$ cat config.mk
export PLATFORM = sky130hd
export DESIGN_NAME = rom_stream_arbiter_flat
export DESIGN_NICKNAME = d
export VERILOG_FILES = /design/src/rtl/rom_stream_arbiter_pkg.sv /design/src/rtl/rom_stream_arbiter_if.sv /design/src/rtl/rom_skid_fifo.sv /design/src/rtl/rom_stream_arbiter.sv /design/src/flat_wrapper.sv
export SDC_FILE = /design/constraint.sdc
export NUM_CORES = 1
export LEC_CHECK = 0
export CAP_MARGIN = 10
export CORE_MARGIN = 2
export CORE_UTILIZATION = 52
export CTS_CLUSTER_SIZE = 28
export DETAILED_ROUTE_END_ITERATION = 8
export PLACE_DENSITY = 0.8
export SLEW_MARGIN = 20
export SYNTH_ARGS = -nofsm -noshare
export SYNTH_HDL_FRONTEND = slang
export SYNTH_SLANG_ARGS = --single-unit
$ cat constraint.sdc
create_clock -name clk -period 6.9 [get_ports clk]
set_clock_uncertainty 0.05 [all_clocks]
set_input_delay 1.38 -clock clk [delete_from_list [all_inputs] [get_ports clk]]
set_output_delay 1.38 -clock clk [all_outputs]
set_load 0.1 [all_outputs]
$ cat src/rtl/rom_stream_arbiter_pkg.sv
// Shared types for the two-requester ROM stream arbiter.
// FSM encoding and buffer entry sizing.
package rom_stream_arbiter_pkg;

  typedef enum logic [1:0] {
    IDLE  = 2'd0,
    ISSUE = 2'd1,
    DRAIN = 2'd2
  } state_t;

  localparam int TAG_W = 2;

  function automatic int entry_w(input int dw);
    return dw + TAG_W;
  endfunction

endpackage

$ cat src/rtl/rom_stream_arbiter_if.sv
// Request, ROM and stream signals of the ROM stream arbiter.
// slave = arbiter side, master = requesters/ROM/sink side.
interface rom_stream_arbiter_if #(
  parameter int AWIDTH = 7,
  parameter int DWIDTH = 8,
  parameter int LWIDTH = 7
);
  logic              req0_valid;
  logic              req0_ready;
  logic [AWIDTH-1:0] req0_addr;
  logic [LWIDTH-1:0] req0_len;
  logic              req1_valid;
  logic              req1_ready;
  logic [AWIDTH-1:0] req1_addr;
  logic [LWIDTH-1:0] req1_len;
  logic [AWIDTH-1:0] rom_addr;
  logic              rom_en;
  logic [DWIDTH-1:0] rom_q;
  logic [DWIDTH-1:0] dout;
  logic              dout_id;
  logic              dout_last;
  logic              dout_valid;
  logic              dout_ready;
  logic              busy;

  modport slave (
    input  req0_valid, req0_addr, req0_len,
    input  req1_valid, req1_addr, req1_len,
    input  rom_q, dout_ready,
    output req0_ready, req1_ready,
    output rom_addr, rom_en,
    output dout, dout_id, dout_last, dout_valid,
    output busy
  );

  modport master (
    output req0_valid, req0_addr, req0_len,
    output req1_valid, req1_addr, req1_len,
    output rom_q, dout_ready,
    input  req0_ready, req1_ready,
    input  rom_addr, rom_en,
    input  dout, dout_id, dout_last, dout_valid,
    input  busy
  );
endinterface

$ cat src/rtl/rom_skid_fifo.sv
// Two-entry valid/ready FIFO with fall-through when empty.
// count reports stored entries for upstream credit.
module rom_skid_fifo #(
  parameter int W = 10
) (
  input  logic         clk,
  input  logic         rst_n,
  input  logic         in_valid,
  input  logic [W-1:0] in_data,
  output logic         out_valid,
  output logic [W-1:0] out_data,
  input  logic         out_ready,
  output logic [1:0]   count
);
  logic [W-1:0] mem0_q, mem1_q;
  logic [1:0]   cnt_q;
  logic         rd_q, wr_q;
  logic         empty, bypass, push, pop;

  assign empty  = cnt_q == 2'd0;
  assign bypass = empty & in_valid & out_ready;
  assign push   = in_valid & (cnt_q != 2'd2) & ~bypass;
  assign pop    = out_ready & ~empty;

  assign out_valid = ~empty | in_valid;
  assign count     = cnt_q;

  always_comb begin
    out_data = '0;
    if (!empty)
      out_data = rd_q ? mem1_q : mem0_q;
    else if (in_valid)
      out_data = in_data;
  end

  always_ff @(posedge clk or negedge rst_n) begin
    if (!rst_n) mem0_q <= '0;
    else if (push & ~wr_q) mem0_q <= in_data;
  end

  always_ff @(posedge clk or negedge rst_n) begin
    if (!rst_n) mem1_q <= '0;
    else if (push & wr_q) mem1_q <= in_data;
  end

  always_ff @(posedge clk or negedge rst_n) begin
    if (!rst_n) begin
      cnt_q <= 2'd0;
      rd_q  <= 1'b0;
      wr_q  <= 1'b0;
    end else begin
      cnt_q <= cnt_q + 2'(push) - 2'(pop);
      if (push) wr_q <= ~wr_q;
      if (pop)  rd_q <= ~rd_q;
    end
  end
endmodule

$ cat src/rtl/rom_stream_arbiter.sv
// Round-robin job arbiter and read sequencer for one sync ROM.
// Streams job bytes tagged with requester id and end-of-job.
module rom_stream_arbiter
  import rom_stream_arbiter_pkg::*;
#(
  parameter int AWIDTH = 7,
  parameter int DWIDTH = 8,
  parameter int DEPTH  = 105,
  parameter int LWIDTH = 7
) (
  input logic                 clk,
  input logic                 rst_n,
  rom_stream_arbiter_if.slave bus
);
  localparam int EW = entry_w(DWIDTH);
  localparam logic [AWIDTH:0] DEPTH_E = (AWIDTH+1)'(DEPTH);

  state_t state_q, state_d;

  logic              rr_q, run_q, id_q;
  logic [AWIDTH-1:0] ptr_q;
  logic [AWIDTH:0]   end_q;
  logic              pend_q, pend_id_q, pend_last_q;

  logic              win, acc, nonempty;
  logic              issue, is_last, credit_ok;
  logic              ready0, ready1;
  logic [AWIDTH-1:0] sel_addr;
  logic [LWIDTH-1:0] sel_len;
  logic [AWIDTH:0]   sum, end_c;
  logic [1:0]        used, fifo_cnt;
  logic              fifo_valid, fire, last_fire;
  logic [EW-1:0]     fifo_in, fifo_out;

  assign win = (bus.req0_valid & bus.req1_valid)
             ? rr_q : bus.req1_valid;
  assign acc = (state_q == IDLE) & run_q
             & (bus.req0_valid | bus.req1_valid);

  assign sel_addr = win ? bus.req1_addr : bus.req0_addr;
  assign sel_len  = win ? bus.req1_len  : bus.req0_len;
  assign sum      = {1'b0, sel_addr} + (AWIDTH+1)'(sel_len);
  assign end_c    = (sum > DEPTH_E) ? DEPTH_E : sum;
  assign nonempty = end_c > {1'b0, sel_addr};

  // reads in flight plus stored bytes never exceed the 2 buffer slots
  assign used      = {1'b0, pend_q} + fifo_cnt;
  assign credit_ok = used <= 2'd1;
  assign issue     = (state_q == ISSUE) & credit_ok;
  assign is_last   = ({1'b0, ptr_q} + 1'b1) == end_q;

  assign fire      = fifo_valid & bus.dout_ready;
  assign last_fire = fire & fifo_out[0];

  always_comb begin
    state_d = state_q;
    ready0  = 1'b0;
    ready1  = 1'b0;
    unique case (state_q)
      IDLE: begin
        if (acc) begin
          ready0 = ~win;
          ready1 = win;
          if (nonempty) state_d = ISSUE;
        end
      end
      ISSUE: if (issue & is_last) state_d = DRAIN;
      DRAIN: if (last_fire) state_d = IDLE;
      default: state_d = IDLE;
    endcase
  end

  always_ff @(posedge clk or negedge rst_n) begin
    if (!rst_n) begin
      state_q     <= IDLE;
      rr_q        <= 1'b0;
      run_q       <= 1'b0;
      id_q        <= 1'b0;
      ptr_q       <= '0;
      end_q       <= '0;
      pend_q      <= 1'b0;
      pend_id_q   <= 1'b0;
      pend_last_q <= 1'b0;
    end else begin
      state_q <= state_d;
      run_q   <= 1'b1;
      pend_q  <= issue;
      if (acc) rr_q <= ~win;
      if (acc & nonempty) begin
        ptr_q <= sel_addr;
        end_q <= end_c;
        id_q  <= win;
      end
      if (issue) begin
        pend_id_q   <= id_q;
        pend_last_q <= is_last;
        if (!is_last) ptr_q <= ptr_q + 1'b1;
      end
    end
  end

  assign fifo_in = {bus.rom_q, pend_id_q, pend_last_q};

  rom_skid_fifo #(
    .W(EW)
  ) u_fifo (
    .clk      (clk),
    .rst_n    (rst_n),
    .in_valid (pend_q),
    .in_data  (fifo_in),
    .out_valid(fifo_valid),
    .out_data (fifo_out),
    .out_ready(bus.dout_ready),
    .count    (fifo_cnt)
  );

  assign bus.req0_ready = ready0;
  assign bus.req1_ready = ready1;
  assign bus.rom_en     = issue;
  assign bus.rom_addr   = ptr_q;
  assign bus.dout       = fifo_out[EW-1:2];
  assign bus.dout_id    = fifo_out[1];
  assign bus.dout_last  = fifo_out[0];
  assign bus.dout_valid = fifo_valid;
  assign bus.busy       = state_q != IDLE;
endmodule

$ cat src/flat_wrapper.sv
// flat-port wrapper written by rule: the top's interface ports become plain ports
module rom_stream_arbiter_flat import rom_stream_arbiter_pkg::*;
#(
  parameter int AWIDTH = 7,
  parameter int DWIDTH = 8,
  parameter int DEPTH  = 105,
  parameter int LWIDTH = 7
)
  (clk, rst_n, bus_req0_valid, bus_req0_addr, bus_req0_len, bus_req1_valid, bus_req1_addr, bus_req1_len, bus_rom_q, bus_dout_ready, bus_req0_ready, bus_req1_ready, bus_rom_addr, bus_rom_en, bus_dout, bus_dout_id, bus_dout_last, bus_dout_valid, bus_busy);
  rom_stream_arbiter_if #(.AWIDTH(AWIDTH), .DWIDTH(DWIDTH), .LWIDTH(LWIDTH)) bus_i ();
  input logic clk;
  input logic rst_n;
  input wire logic [$bits(bus_i.req0_valid)-1:0] bus_req0_valid;
  input wire logic [$bits(bus_i.req0_addr)-1:0] bus_req0_addr;
  input wire logic [$bits(bus_i.req0_len)-1:0] bus_req0_len;
  input wire logic [$bits(bus_i.req1_valid)-1:0] bus_req1_valid;
  input wire logic [$bits(bus_i.req1_addr)-1:0] bus_req1_addr;
  input wire logic [$bits(bus_i.req1_len)-1:0] bus_req1_len;
  input wire logic [$bits(bus_i.rom_q)-1:0] bus_rom_q;
  input wire logic [$bits(bus_i.dout_ready)-1:0] bus_dout_ready;
  output wire logic [$bits(bus_i.req0_ready)-1:0] bus_req0_ready;
  output wire logic [$bits(bus_i.req1_ready)-1:0] bus_req1_ready;
  output wire logic [$bits(bus_i.rom_addr)-1:0] bus_rom_addr;
  output wire logic [$bits(bus_i.rom_en)-1:0] bus_rom_en;
  output wire logic [$bits(bus_i.dout)-1:0] bus_dout;
  output wire logic [$bits(bus_i.dout_id)-1:0] bus_dout_id;
  output wire logic [$bits(bus_i.dout_last)-1:0] bus_dout_last;
  output wire logic [$bits(bus_i.dout_valid)-1:0] bus_dout_valid;
  output wire logic [$bits(bus_i.busy)-1:0] bus_busy;
  assign bus_i.req0_valid = bus_req0_valid;
  assign bus_i.req0_addr = bus_req0_addr;
  assign bus_i.req0_len = bus_req0_len;
  assign bus_i.req1_valid = bus_req1_valid;
  assign bus_i.req1_addr = bus_req1_addr;
  assign bus_i.req1_len = bus_req1_len;
  assign bus_i.rom_q = bus_rom_q;
  assign bus_i.dout_ready = bus_dout_ready;
  assign bus_req0_ready = bus_i.req0_ready;
  assign bus_req1_ready = bus_i.req1_ready;
  assign bus_rom_addr = bus_i.rom_addr;
  assign bus_rom_en = bus_i.rom_en;
  assign bus_dout = bus_i.dout;
  assign bus_dout_id = bus_i.dout_id;
  assign bus_dout_last = bus_i.dout_last;
  assign bus_dout_valid = bus_i.dout_valid;
  assign bus_busy = bus_i.busy;
  rom_stream_arbiter #(.AWIDTH(AWIDTH), .DWIDTH(DWIDTH), .DEPTH(DEPTH), .LWIDTH(LWIDTH)) u_core (.clk(clk), .rst_n(rst_n), .bus(bus_i));
endmodule
==> reports/summary.txt <==
Number of top-level pins: 63
Number of synthesized flops with an enable pin: 0
Area post-placement: 0.00387 mm^2
Total setup violations reported at the end of the flow: 0
Half-perimeter wire length of the detailed placement result: 5230 um
Synthesized instance count: 309
Cell count after placement: 438
TritonCTS Buffers: 5
Design Area, Final: 0.00398 mm^2
Global routing usage summed across all routing layers: 0.219
Clock edge transition at the registers on the reported setup and hold paths: 0.09 ns
Utilization after layout: 0.672
Post-CTS Hold Fix Bufs: 0
Endpoint required time on the critical path: 7.04 ns
Setup_tns: 0 ns
Startpoint of the most critical hold path: u_core.u_fifo.mem0_q[0]
Arrival time of data at the critical path endpoint: 6.51 ns
Avg Inst Size Synth: 10.3 um^2
Horiz. Die Dim: 82.4 um
Total gr overflow: 0
Cell accounting for the most synthesized area: sky130_fd_sc_hd__dfrtp_1
Cell at the root of the clock tree: sky130_fd_sc_hd__clkbuf_8
DRT Pass-1 Iters: 4
Number of pins exceeding their max-slew limit in the final report: 0
Post-synth ARST share: 1.00
Total wire length after detailed routing: 6920 um
Commonest register cell after synthesis: sky130_fd_sc_hd__dfrtp_1
First-pass GRT wire length: 11,500 um
Wirelength per Cell: 15.6 um
Number of antenna violations at the first check in global routing: 0
Crit. Startpoint: bus_req0_valid
Critical path buffers and inverters: 3
Share of Yosys cell area claimed by the top area cell type: 0.368
Number of input and output port buffers inserted: 62
Standard cell with the maximum stage delay on the critical path: sky130_fd_sc_hd__clkdlybuf4s50_1
Die boundary height: 82.4 um
Worst reg2reg path startpoint: u_core.rr_q
Vias per std cell: 5.90
Via count: 2,625
Number of antenna diodes: 0
Rel. slew slack: 0.258
Number of remaining DRC errors: 0
Slew of the pin with the lowest slew margin: 1.11 ns
Area of the core: 0.00592 mm^2
Net count reported at finish: 428
Number of nets still failing antenna checks after routing: 0
CP Class: input pin to flip-flop
H-Tree Depth: 2
Number of setup buffers added after CTS: 0
Layout Cells excl Fill: 445
Placement row count: 28
Skew-Pair Late Insertion Delay: 0.30 ns
Family of cells with the greatest summed delay on the critical path: compound AO/OA/AOI/OAI gates
Count leader, synth: sky130_fd_sc_hd__dfrtp_1
Iter 0 DRT Violations: 202
Initial cell density of the core: 0.540
Clock tree from TritonCTS: done
Run status: finished clean
Final Cycle Share: 0.924
Synthesis-to-finish area growth: 24.5%
Critical path, cell by cell: clkdlybuf4s50_1 > inv_1 > o21ai_1 > buf_4 > mux2_2 > fa_1 > a211oi_1 > o21ba_2 > o32ai_1 > a311oi_4 > and2_1 > ha_1 > a21o_1 > a21oi_1 > o21ai_0 > a221o_1 > and2_1 > nand2_4 > mux2_2
Maximum number of pins on one net before global-route repair: 48
Class of the most critical hold timing path: flip-flop to flip-flop
Resized Gates After CTS: 0
GPL Wtd Cong: 0.957
Number of distinct library cells after synthesis: 58
CP max FO: 15
Final Hold Viols: 0
Die Area: 0.00679 mm^2
Unrepaired setup endpoints after global routing: no
Net count after synthesis: 367
Total standard cell area after synthesis: 0.00320 mm^2
Number of maximum-capacitance constraint violations: 0
Most frequent cells after synthesis: sky130_fd_sc_hd__dfrtp_1, sky130_fd_sc_hd__mux2_2, sky130_fd_sc_hd__o21ai_0
Leading cell types by total area after synthesis: sky130_fd_sc_hd__dfrtp_1, sky130_fd_sc_hd__mux2_2, sky130_fd_sc_hd__ha_1
Post-layout minimum cycle time: 6.37 ns
Clock buffer depth: 2
Maximum achievable frequency: 157 MHz
Clock tree sinks: 47
Nature of the critical path endpoint: flip-flop
Slowest Stage Delay on Critical Path: 0.49 ns
Fraction of layout cells with a size suffix above 1: 0.165
Total number of yosys warnings: 0
Startpoint types: input pin
Number of global-route vias before repair: 2,455
Number of filler cells placed in the layout: 453
Register bit count reported by yosys: 47
Part of the Yosys area used for sequential elements: 0.368
-- per-layer routing --
metal  vias to the layer above  wire length [um]  track usage
li1                       1275                 -            -
met1                      1261              3250        0.324
met2                        80              3250        0.338
met3                         9               325       0.0261
met4                         0                99       0.0633
met5                         -                 0            0
-- registers in the layout, indices dropped and copies added, names as in the netlist --
| name | flops |
|---|---|
| u_core.pend_q | 1 |
| u_core.run_q | 1 |
| u_core.end_q | 8 |
| u_core.id_q | 1 |
| u_core.bus.rom_addr | 7 |
| u_core.state_q | 2 |
| u_core.u_fifo.mem0_q | 10 |
| u_core.u_fifo.rd_q | 1 |
| u_core.rr_q | 1 |
| u_core.u_fifo.mem1_q | 10 |
| u_core.u_fifo.count | 2 |
| u_core.u_fifo.wr_q | 1 |
| u_core.pend_id_q | 1 |
| u_core.pend_last_q | 1 |
-- worst register-to-register path, stage by stage (launching register included) --
cell                       delay [ns]
sky130_fd_sc_hd__dfrtp_1         0.42
sky130_fd_sc_hd__o21ai_1         0.21
sky130_fd_sc_hd__buf_4           0.27
sky130_fd_sc_hd__mux2_2          0.39
sky130_fd_sc_hd__fa_1            0.46
sky130_fd_sc_hd__a211oi_1        0.35
sky130_fd_sc_hd__o21ba_2         0.22
sky130_fd_sc_hd__o32ai_1         0.10
sky130_fd_sc_hd__a311oi_4        0.48
sky130_fd_sc_hd__and2_1          0.23
sky130_fd_sc_hd__ha_1            0.25
sky130_fd_sc_hd__a21o_1          0.18
sky130_fd_sc_hd__a21oi_1         0.13
sky130_fd_sc_hd__o21ai_0         0.10
sky130_fd_sc_hd__a221o_1         0.37
sky130_fd_sc_hd__and2_1          0.30
sky130_fd_sc_hd__nand2_4         0.22
sky130_fd_sc_hd__mux2_2          0.35
-- cells in the final DEF, fill, tap and decap left out, types with 6 or more instances in the layout --
| master | n |
|---|---|
| sky130_fd_sc_hd__mux2_2 | 34 |
| sky130_fd_sc_hd__clkdlybuf4s50_1 | 60 |
| sky130_fd_sc_hd__mux2_4 | 6 |
| sky130_fd_sc_hd__nor2_1 | 11 |
| sky130_fd_sc_hd__nand3_1 | 21 |
| sky130_fd_sc_hd__ha_1 | 16 |
| sky130_fd_sc_hd__mux2i_1 | 13 |
| sky130_fd_sc_hd__xnor2_1 | 6 |
| sky130_fd_sc_hd__inv_1 | 15 |
| sky130_fd_sc_hd__xor2_1 | 7 |
| sky130_fd_sc_hd__o21ai_0 | 24 |
| sky130_fd_sc_hd__nand2_1 | 12 |
| sky130_fd_sc_hd__dfrtp_1 | 47 |
| sky130_fd_sc_hd__and2_1 | 6 |
-- cells by family (layout without fill, tap and decap cells) --
group                    Yosys count  count (layout)  synth area share
flip-flops                        47              47             0.368
adder cells (fa/ha/maj)           17              17            0.0689
multiplexers                      53              53             0.189
buffers and inverters             25              86            0.0333
other                              1               1           0.00117
AND/OR/NAND/NOR                   84              84             0.142
XOR/XNOR                          13              13            0.0356
AO/OA/AOI/OAI                     69              69             0.163
-- final timing paths --
path	end	slack [ns]	cells past startpoint
max	u_core.end_q[1]	0.53	19
min	u_core.u_fifo.mem0_q[0]	0.46	1
max reg2reg	u_core.end_q[1]	1.73	17
min reg2reg	u_core.u_fifo.mem0_q[0]	0.46	1
max in group asynchronous	u_core.bus.rom_addr[6]	5.38	1
min in group asynchronous	u_core.bus.rom_addr[2]	1.02	1
-- area by class of cell --
type,instances,area [um^2],share of cell area
flip-flops and latches,47,1180,0.295
inverters,15,56.3,0.0141
clock inverters,2,37.5,0.00943
well taps,75,93.8,0.0236
clock buffers,5,68.8,0.0173
repair buffers,64,631,0.158
multi-input cells,237,1920,0.482
-- metrics by stage --
step / setup WS [ns] / hold WS, ns
6_report: 0.526 / 0.460
5_1_grt: 0.223 / 0.471
4_1_cts: 0.534 / 0.462
3_5_place_dp: 0.235 / 0.442
3_3_place_gp: 0.380 / 0.432
2_1_floorplan: 0.749 / 0.412
Power is left out: the tool's default activity adds up to more than one toggle a clock period on the data nets, which glitch-free logic cannot reach.
